### src/rtl/qpu_mcu_measure_collect.sv
// Measurement result collector: gathers per-qubit readout strobes for one
// request and commits them as a single one-cycle register-file write.
//
// Ports:
//   clk, rst               clock, async active-high reset
//   meas_req_valid/ready   request handshake (ready only in IDLE)
//   meas_req_list          qubits to measure (bit i = qubit i)
//   meas_req_tmo           timeout window in cycles, sampled on accept
//   rdout_valid/data       per-qubit readout strobe and result bit
//   mcu_measure_o_wen      one-cycle write pulse
//   mcu_measure_o_data     collected results (timed-out qubits read 0)
//   mcu_measure_o_list     request list belonging to this write
//   mcu_measure_o_tmo      at least one listed qubit never strobed
//   busy                   collecting or writing
module qpu_mcu_measure_collect #(
  parameter int QUBIT_NUM = 4,
  parameter int TMO_W     = 16
) (
  input  logic                 clk,
  input  logic                 rst,
  input  logic                 meas_req_valid,
  output logic                 meas_req_ready,
  input  logic [QUBIT_NUM-1:0] meas_req_list,
  input  logic [TMO_W-1:0]     meas_req_tmo,
  input  logic [QUBIT_NUM-1:0] rdout_valid,
  input  logic [QUBIT_NUM-1:0] rdout_data,
  output logic                 mcu_measure_o_wen,
  output logic [QUBIT_NUM-1:0] mcu_measure_o_data,
  output logic [QUBIT_NUM-1:0] mcu_measure_o_list,
  output logic                 mcu_measure_o_tmo,
  output logic                 busy
);

  typedef enum logic [1:0] {
    S_IDLE    = 2'd0,
    S_COLLECT = 2'd1,
    S_WRITE   = 2'd2
  } state_e;

  state_e               state_q, state_d;
  logic [QUBIT_NUM-1:0] pend_q, pend_d;
  logic [QUBIT_NUM-1:0] data_q, data_d;
  logic [QUBIT_NUM-1:0] list_q, list_d;
  logic [TMO_W-1:0]     cnt_q, cnt_d;
  logic                 wen_q, wen_d;
  logic [QUBIT_NUM-1:0] o_data_q, o_data_d;
  logic [QUBIT_NUM-1:0] o_list_q, o_list_d;
  logic                 tmo_q, tmo_d;

  logic [QUBIT_NUM-1:0] hit;
  logic [QUBIT_NUM-1:0] rest;
  logic                 accept;

  assign meas_req_ready = (state_q == S_IDLE);
  assign busy           = (state_q != S_IDLE);

  assign mcu_measure_o_wen  = wen_q;
  assign mcu_measure_o_data = o_data_q;
  assign mcu_measure_o_list = o_list_q;
  assign mcu_measure_o_tmo  = tmo_q;

  // Only still-pending qubits can be captured; everything else is stray.
  assign hit    = rdout_valid & pend_q;
  assign rest   = pend_q & ~hit;
  assign accept = meas_req_valid & meas_req_ready;

  always_comb begin
    state_d  = state_q;
    pend_d   = pend_q;
    data_d   = data_q;
    list_d   = list_q;
    cnt_d    = cnt_q;
    wen_d    = 1'b0;
    o_data_d = o_data_q;
    o_list_d = o_list_q;
    tmo_d    = tmo_q;
    unique case (state_q)
      S_IDLE: begin
        // An empty list is consumed without producing a write.
        if (accept && (meas_req_list != '0)) begin
          list_d  = meas_req_list;
          pend_d  = meas_req_list;
          data_d  = '0;
          cnt_d   = meas_req_tmo;
          state_d = S_COLLECT;
        end
      end
      S_COLLECT: begin
        data_d = (data_q & ~hit) | (rdout_data & hit);
        pend_d = rest;
        // Completion is tested first so a final strobe on the
        // expiry cycle still counts as a clean finish.
        if ((rest == '0) || (cnt_q == '0)) begin
          state_d  = S_WRITE;
          wen_d    = 1'b1;
          o_data_d = data_d;
          o_list_d = list_q;
          tmo_d    = (rest != '0);
        end else begin
          cnt_d = cnt_q - 1'b1;
        end
      end
      S_WRITE: begin
        state_d = S_IDLE;
      end
      default: begin
        state_d = S_IDLE;
      end
    endcase
  end

  always_ff @(posedge clk or posedge rst) begin
    if (rst) begin
      state_q  <= S_IDLE;
      pend_q   <= '0;
      data_q   <= '0;
      list_q   <= '0;
      cnt_q    <= '0;
      wen_q    <= 1'b0;
      o_data_q <= '0;
      o_list_q <= '0;
      tmo_q    <= 1'b0;
    end else begin
      state_q  <= state_d;
      pend_q   <= pend_d;
      data_q   <= data_d;
      list_q   <= list_d;
      cnt_q    <= cnt_d;
      wen_q    <= wen_d;
      o_data_q <= o_data_d;
      o_list_q <= o_list_d;
      tmo_q    <= tmo_d;
    end
  end

endmodule
### config.mk
export PLATFORM = sky130hd
export DESIGN_NAME = qpu_mcu_measure_collect
export DESIGN_NICKNAME = d
export VERILOG_FILES = /design/src/rtl/qpu_mcu_measure_collect.sv
export SDC_FILE = /design/constraint.sdc
export NUM_CORES = 1
export LEC_CHECK = 0
export BUFFER_PORTS_ARGS = -buffer_cell sky130_fd_sc_hd__buf_2
export CORE_UTILIZATION = 58
export CTS_CLUSTER_DIAMETER = 80
export DETAILED_ROUTE_END_ITERATION = 8
export MAX_ROUTING_LAYER = met4
export PLACE_DENSITY = 0.84
export SYNTH_ARGS = -nofsm -noshare
export SYNTH_HDL_FRONTEND = slang
export SYNTH_SLANG_ARGS = --single-unit
### constraint.sdc
create_clock -name clk -period 3.9 [get_ports clk]
set_input_delay 0.195 -clock clk [delete_from_list [all_inputs] [get_ports clk]]
set_output_delay 0.195 -clock clk [all_outputs]
set_load 0.02 [all_outputs]
; Word level (Yosys, flattened, before mapping)
; Cells that the tools add are included.
[op_classes]
add_sub_neg = 1
mul = 0
div_mod_pow = 0
order_cmp = 0
n_eq_ne = 4
shift = 0
mux = 12
bitwise_logic = 7
reduce_logical = 14
[ops]
columns = op, n
row1 = $mux 16, 2
row2 = $pmux 16 s2, 1
row3 = $and 4x4->4, 4
row4 = $logic_not 16->1, 1
row5 = $pmux 4 s2, 2
row6 = $sub 16x1->16 const B, 1
row7 = $mux 4, 2
row8 = $reduce_and 2->1, 4
row9 = $reduce_bool 4->1, 2
row10 = $logic_not 4->1, 1
row11 = $mux 2, 2
row12 = $ne 2x2->1 const B, 2
row13 = $not 4->4, 1
row14 = $or 4x4->4, 1
row15 = $pmux 2 s2, 1
row16 = $reduce_bool 2->1, 2
row17 = $reduce_and 3->1, 1
row18 = $eq 2x1->1 const B, 1
row19 = $logic_not 2->1, 1
row20 = $mux 1, 2
row21 = $ne 2x1->1 const B, 1
row22 = $and 1x1->1, 1
row23 = $logic_and 1x1->1, 1
row24 = $logic_or 1x1->1, 1
[word_totals]
reg_bits = 40
latchBits = 0
ramBits = 0
romBits = 0
out_inout_bits = 12
memories = 0

; Longest topological paths before layout
; Gate-level depths: netlist (run 1).
[depth]
ltp_word = 7
depth_mapped = 8
mapped_depth_nobuf = 8

; Worst setup path after synthesis (run 1)
; Ideal clock, no wire load.
[synth_timing]
path_type = flip-flop to flip-flop
startpoint = reg cnt_q[0]
endpoint = reg o_list_q[3] (netlist: mcu_measure_o_list[3])
setup_ns = 0.127
arrival_ns = 1.890
required_time_ns = 3.773
setup_slack_ns = 1.883
path_stages_with_launch = 8
period_less_slack_ns = 2.017
path_cell_list = dfrtp_1 inv_1 ha_1 nor3b_1 nand4_2 a21oi_2 buf_6 mux2_1
[synth_via]
elab_chain_cells = 3
[synth_rtl]
columns = item, line_no
row1 = start: declaration, 44  ; logic [TMO_W-1:0] cnt_q, cnt_d;
row2 = start signal: assignment, 128  ; cnt_q <= cnt_d;
row3 = $logic_not 16->1, 93  ; if ((rest == '0) || (cnt_q == '0)) begin
row4 = $logic_or 1x1->1, 93
row5 = $reduce_and 2->1 (no line), -
row6 = end signal: assignment, 131  ; o_list_q <= o_list_d;
row7 = end: declaration, 47  ; logic [QUBIT_NUM-1:0] o_list_q, o_list_d;
; No other way between the ends.
; A chain may end at the register's enable or synchronous reset.

; Final worst setup path (run 1)
[layout_timing]
startpoint = reg state_q[1]
endpoint = reg cnt_q[11]
[layout_via]
elab_chain_cells = 5
[layout_rtl]
columns = item, line_no
row1 = start: declaration, 40  ; state_e state_q, state_d;
row2 = start signal: assignment, 124  ; state_q <= state_d;
row3 = $logic_not 2->1, "54, 77"
row4 = $and 1x1->1, 65  ; assign accept = meas_req_valid & meas_req_ready;
row5 = $logic_and 1x1->1, 80  ; if (accept && (meas_req_list != '0)) begin
row6 = $ne 2x1->1 (no line), -
row7 = $reduce_and 3->1 (no line), -
; Parallel ways exist; a longest one is shown, timed or not.

==> results of run 1 <==
## cell families after synthesis
logic type                 share of synthesized area [%]
buffers and inverters                               4.20
adders and majority gates                          0.592
DFF                                                 47.4
AOI/OAI and AO/OA                                   19.8
muxes                                               4.03
and+or+nand+nor                                     24.0
## layout by cell type, fill, tap and decap left out, drive strengths merged, types with 5 or more instances in the layout
| master | Yosys | layout |
|---|---|---|
| a21oi | 16 | 16 |
| buf | 5 | 43 |
| nand3 | 13 | 13 |
| nor2 | 25 | 25 |
| dfrtp | 40 | 40 |
| o21ai | 13 | 13 |
| nand2b | 5 | 5 |
| inv | 7 | 7 |
| a31oi | 7 | 7 |
| nand2 | 30 | 30 |
| o21a | 5 | 5 |
| clkbuf | 5 | 5 |
## path summary, 6_finish.rpt
check | end | slack, ns | depth (start not counted)
max in group asynchronous | cnt_q[6] | 3.06 | 4
setup / recovery | cnt_q[11] | 1.31 | 5
min in group asynchronous | list_q[1] | 0.51 | 4
hold / removal | cnt_q[14] | 0.06 | 3
hold reg to reg | list_q[1] | 0.48 | 2
setup reg to reg | cnt_q[11] | 1.31 | 5
## worst max-delay path, stage by stage (launching register included)
cell	delay, ns
dfrtp_1	0.40
nand2b_1	0.62
a41o_1	0.46
nor2_1	0.52
nand2_1	0.17
o311a_1	0.32
## state kept, by name, summed over array words and instances, names as in the netlist
signal / count
cnt_q: 16
data_q: 4
list_q: 4
mcu_measure_o_data: 4
mcu_measure_o_list: 4
pend_q: 4
state_q: 2
mcu_measure_o_tmo: 1
mcu_measure_o_wen: 1
## power by group through the flow
stage               logic [W]  registers [W]  clock network, W
floorplan            0.000654       0.000812                 0
global placement     0.000862       0.000783                 0
CTS                  0.000889       0.000782          0.000186
detailed placement   0.000886       0.000789                 0
finish               0.000890       0.000785          0.000179
global route         0.000983       0.000819          0.000200
## repair_timing
action | in CTS | in global routing
endpoints found under the hold margin | 40 | 0
endpoints found under the setup margin | 0 | 0
gates resized for setup | 0 | 0
hold buffers | 1 | 0
## final cells by class
cell class / instances / area, sq um / area share, %
repair buffers: 44 / 228 / 9.59
multi-input cells: 167 / 1020 / 43.1
flip-flops and latches: 40 / 1000 / 42.2
well taps: 46 / 57.6 / 2.42
inverters: 7 / 26.3 / 1.11
clock buffers: 5 / 37.5 / 1.58
## metal layers
metal  part of all wire, %  GRT usage (%)
met1                    45           36.5
met2                    47           40.7
met3                   7.4           6.62
met4                   1.3           10.5
met5                     0              -
## cell usage after synthesis, types with 2 or more instances
| cell | instances | share of area (%) |
|---|---|---|
| dfrtp_1 | 40 | 47 |
| nand2_1 | 30 | 5.3 |
| nor2_1 | 25 | 4.4 |
| a21oi_1 | 14 | 3.3 |
| nand3_1 | 13 | 3.1 |
| o21ai_0 | 13 | 3.1 |
| a31oi_1 | 7 | 2.1 |
| inv_1 | 7 | 1.2 |
| clkbuf_1 | 5 | 0.89 |
| nand2b_1 | 5 | 1.5 |
| o21a_1 | 5 | 1.8 |
| mux2i_1 | 4 | 1.9 |
| nor3_1 | 4 | 0.95 |
| o32ai_1 | 4 | 1.7 |
| a22o_1 | 3 | 1.2 |
| and3_1 | 3 | 0.89 |
| buf_6 | 3 | 1.6 |
| mux2_2 | 3 | 1.6 |
| nand4_1 | 3 | 0.89 |
| o32a_1 | 3 | 1.4 |
| a21oi_2 | 2 | 0.83 |
| a32oi_1 | 2 | 0.83 |
| buf_2 | 2 | 0.47 |
| nor2b_1 | 2 | 0.59 |
| nor3b_1 | 2 | 0.71 |
| nor4_4 | 2 | 2.0 |
## per-stage QoR
| step | total power, W | hold WS [ns] | cell area (sq um) | utilization [%] |
|---|---|---|---|---|
| after floorplan | 0.00147 | 0.300 | 2110 | - |
| after global placement | 0.00165 | 0.338 | 2330 | 68.1 |
| after detailed placement | 0.00167 | 0.340 | 2330 | 68.1 |
| after global routing | 0.00200 | 0.0678 | 2370 | 69.5 |
| final | 0.00185 | 0.0591 | 2370 | 69.5 |
| after CTS | 0.00186 | 0.0507 | 2370 | 69.5 |
==> results.ini, run 1 <==
[floorplanning]
io_pins = 43
rows = 21
die_h_um = 62.4
coreArea_sq_um = 3420
start_util_pct = 61.9
fp.dieW_um = 62.4
die_area_sq_um = 3890

[cts]
root_buffer = clkbuf_4
clk_path_buf_depth = 2
h-tree-depth = 2
post-cts-setup-buffers = 0
clock_sinks = 40
clk_latency_ns = 0.34
clk_pin_slew_ns = 0.10
cts_made_buffers = 5
cts_tree = yes

[power]
switchingPower_w = 0.000847
p_int_w = 0.00101
seqPwrFrac_pct = 42.3
p_per_area_nw_per_um2 = 781
combPwrFrac_pct = 48.0
leakage_nw = 1.09
irDropWorstVdd_uv = 379
switching_share_pct = 45.7
power_frac_clock_pct = 9.6

[synthesis]
async_reset_ff_share_pct = 100
yosysSeqAreaShare_pct = 47.4
syn_nets = 256
synth-main-ff-cell = dfrtp_1
ys_types = 44
yosys_warnings = 0
synthesis.area_sq_um = 2110
synth_seq_cells = 40
synth_cells = 224
synth_area_per_cell_sq_um = 9.43
synth_edf_count = 0

[routing]
drt-initial-drc-count = 128
routed_wl_um = 4730
drcViolationCount = 0
drt-wirelength-per-cell_um = 15.3
drtAntennaViolNets = 0
vias_per_cell = 6.04
dr.pass1.iters = 4
dr_total_vias = 1866

[outcome]
status = finished, final reports clean

[flow_run]
cap_violations = 0

[placement]
io_buffers = 42
gp_congestion = 0.885
dp_worst_setup_slack_ns = 1.35
placed_cells = 303
place_hpwl_um = 3330

[sta]
finalSetupViolCount = 0
worstMarginPinSlew_ns = 1.02
fin_crit_sh_pct = 66.5
min_period_ns = 2.59
hold_viol = 0
slew_headroom_pct = 31.9
fin_ws_ns = 1.31
fmax_mhz = 386
clock_skew_ns = 0.00913
grt_setup_unrepaired = no
tns_ns = 0
timing.final.max_slew_violations = 0

[setup_path]
r2r-start = state_q[1]
cp-end-kind = flip-flop
path_class = reg2reg
cp_max_fo = 29
worstSetupStartpoint = state_q[1]
start_kind = flip-flop
cp_data_required_time_ns = 4.14
arrival_ns = 2.83

[global_routing]
antenna_found_initial = 0
grt_max_degree = 41
track_usage_pct = 27.4
grt_pass1_vias = 1781
gr-total-overflow = 0
grt_pass1_wl_um = 8030

[cells_and_area]
drive_gt1_share_pct = 22.4
syn_to_final_growth_pct = 12.3
nNetsFinal = 297
antenna_cells = 0
fillCellCount = 308
layoutNonFillerInstCount = 309

[worst_hold_path]
hold_path_class = in2reg
holdCritStartpoint = meas_req_tmo[14]

No activity file was read; power rests on OpenSTA's default activity.
==> run 2: changes to the inputs <==
Settings changed: CORE_UTILIZATION 58 to 49, PLACE_DENSITY 0.84 to 0.75.
Clock period 3.9 ns to 2.1 ns, I/O delays scaled along.
==> run 2 against run 1 <==
  * Combinational power grew 120%
  * Register-to-register slack lost 1.1 ns
  * First-iteration DRC count grew 54%
  * Sequential cell count is the same
  * Via count grew 4.6%
  * Global-route usage shrank 2.5 points
  * Critical path depth is the same
  * Die area grew 18%
  * Clock skew shrank 0.0058 ns
==> results.ini, run 2 (synthesized netlist as in run 1, its figures left out) <==
[outcome]
status = finished, final reports clean

[global_routing]
grtUsageMet3_pct = 3.55  ; -3.1 points
grt_pass1_wl_um = 8170  ; +1.7%
antenna_found_initial = 0  ; unchanged
track_usage_pct = 24.9  ; -2.5 points
use_met1_pct = 34.4  ; -2.1 points
grt_max_degree = 41  ; unchanged
gr-max-usage-layer = met2
grt_pass1_vias = 1806  ; +1.4%
gr-total-overflow = 0  ; unchanged
use_met2_pct = 38.0  ; -2.7 points

[placement]
gp_congestion = 0.872  ; -1.4%
io_buffers = 42  ; unchanged
placed_cells = 325  ; +7.3%
place_hpwl_um = 3610  ; +8.6%

[cells_and_area]
antenna_cells = 0  ; unchanged
final_cell_mix = buf_2, dfrtp_1, nand2_1
largest_register = cnt_q
nNetsFinal = 315  ; +6.1%
syn_to_final_growth_pct = 22.0
final_common_cell = buf_2
drive_gt1_share_pct = 28.5  ; +6.1 points
largest_register_ffs = 16  ; unchanged
layoutNonFillerInstCount = 334  ; +8.1%

[cts]
root_buffer = clkbuf_8
cts_made_buffers = 5  ; unchanged
clock_sinks = 40  ; unchanged
post-cts-setup-buffers = 0  ; unchanged
cts_tree = yes
h-tree-depth = 2  ; unchanged
clk_latency_ns = 0.29  ; -0.05 ns
clk_pin_slew_ns = 0.08  ; -0.02 ns
clk_path_buf_depth = 2  ; unchanged

[setup_path]
path_class = reg2reg
arrival_ns = 2.10  ; -0.73 ns
cp_data_required_time_ns = 2.27  ; -1.87 ns
start_kind = flip-flop
cp_max_fo = 5  ; -83%
cp-end-kind = flip-flop

[worst_hold_path]
hold_path_class = in2reg

[sta]
finalSetupViolCount = 0  ; unchanged
fmax_mhz = 520  ; +35%
worstMarginPinSlew_ns = 0.498  ; -0.524 ns
clock_skew_ns = 0.00338  ; -0.00575 ns
min_period_ns = 1.92  ; -0.670 ns
slew_headroom_pct = 66.8  ; +35 points
fin_crit_sh_pct = 91.6  ; +25 points
grt_setup_unrepaired = no
hold_viol = 0  ; unchanged
tns_ns = 0  ; unchanged
timing.final.max_slew_violations = 0  ; unchanged

[routing]
routed_wl_um = 5080  ; +7.4%
dr.pass1.iters = 4  ; unchanged
drt-wirelength-per-cell_um = 15.2  ; -0.66%
drcViolationCount = 0  ; unchanged
dr_total_vias = 1951  ; +4.6%
vias_per_cell = 5.84  ; -3.3%
drtAntennaViolNets = 0  ; unchanged
drt-initial-drc-count = 197  ; +54%

[power]
irDropWorstVdd_uv = 781  ; +110%
leakage_nw = 1.21  ; +10%
p_total_w = 0.00390  ; +110%
p_per_area_nw_per_um2 = 1510  ; +94%

[floorplanning]
start_util_pct = 52.1  ; -9.8 points
rows = 23  ; +9.5%
die_area_sq_um = 4580  ; +18%
io_pins = 43  ; unchanged
coreArea_sq_um = 4060  ; +19%
die_h_um = 67.7  ; +8.5%
fp.dieW_um = 67.7  ; +8.5%

[flow_run]
cap_violations = 0  ; unchanged

## run 2: changes by cell type in the layout (fill, tap and decap cells not counted), sizes merged
cell and delta:
clkinvlp +2, buf +18, clkbuf +1
## run 2: layer usage
| layer | routed length (um) | share of wire (%) |
|---|---|---|
| met1 | 2360 | 46 |
| met5 | 0 | 0 |
| met4 | 59 | 1.2 |
| met2 | 2400 | 47 |
| met3 | 256 | 5.0 |
## run 2: worst paths after layout
check                                      start         to  slack [ns]  cells past startpoint
worst max-delay path                    cnt_q[4]   cnt_q[7]        0.18                      5
worst min-delay path            meas_req_tmo[14]  cnt_q[14]        0.03                      3
worst max register to register          cnt_q[4]   cnt_q[7]        0.18                      5
worst min register to register         list_q[0]  list_q[0]        0.48                      2
max in group asynchronous                    rst  cnt_q[10]        1.27                      4
min in group asynchronous                    rst   cnt_q[6]        0.48                      4
## run 2: final cells by class
| type | count | area (sq um) |
|---|---|---|
| flip-flops and latches | 40 | 1000 |
| multi-input cells | 167 | 1030 |
| clock buffers | 6 | 82.6 |
| clock inverters | 2 | 15.0 |
| well taps | 50 | 62.6 |
| fillers | 355 | 1480 |
| inverters | 7 | 26.3 |
| repair buffers | 62 | 363 |
## run 2: repair_timing
item                                    in CTS  in global routing
hold buffers                                 1                  0
endpoints found under the setup margin       0                 11
hold endpoints to repair                    40                  0
gates resized for setup                      0                  1
## run 2: power breakdown
part           switching, W  internal, W
Combinational       0.00111     0.000824
Sequential         0.000310      0.00112
Clock              0.000274     0.000266
## run 2: critical path, cell delays in order (launching register included)
cell	delay [ns]
dfrtp_1	0.41
buf_4	0.16
or4_1	0.54
nor4_1	0.36
a31oi_1	0.15
o32a_1	0.20
## run 2: metrics by stage
| stage | utilization [%] | worst slack (ns) | cell area (sq um) | hold slack, ns |
|---|---|---|---|---|
| finish | 63.6 | 0.177 | 2580 | 0.0320 |
| global route | 63.6 | 0.0202 | 2580 | 0.0420 |
| CTS | 63.4 | 0.0633 | 2570 | 0.0305 |
| detailed placement | 60.8 | 0.0734 | 2470 | 0.258 |
| global placement | 60.8 | 0.156 | 2470 | 0.255 |
| floorplan | - | 0.0828 | 2110 | 0.210 |
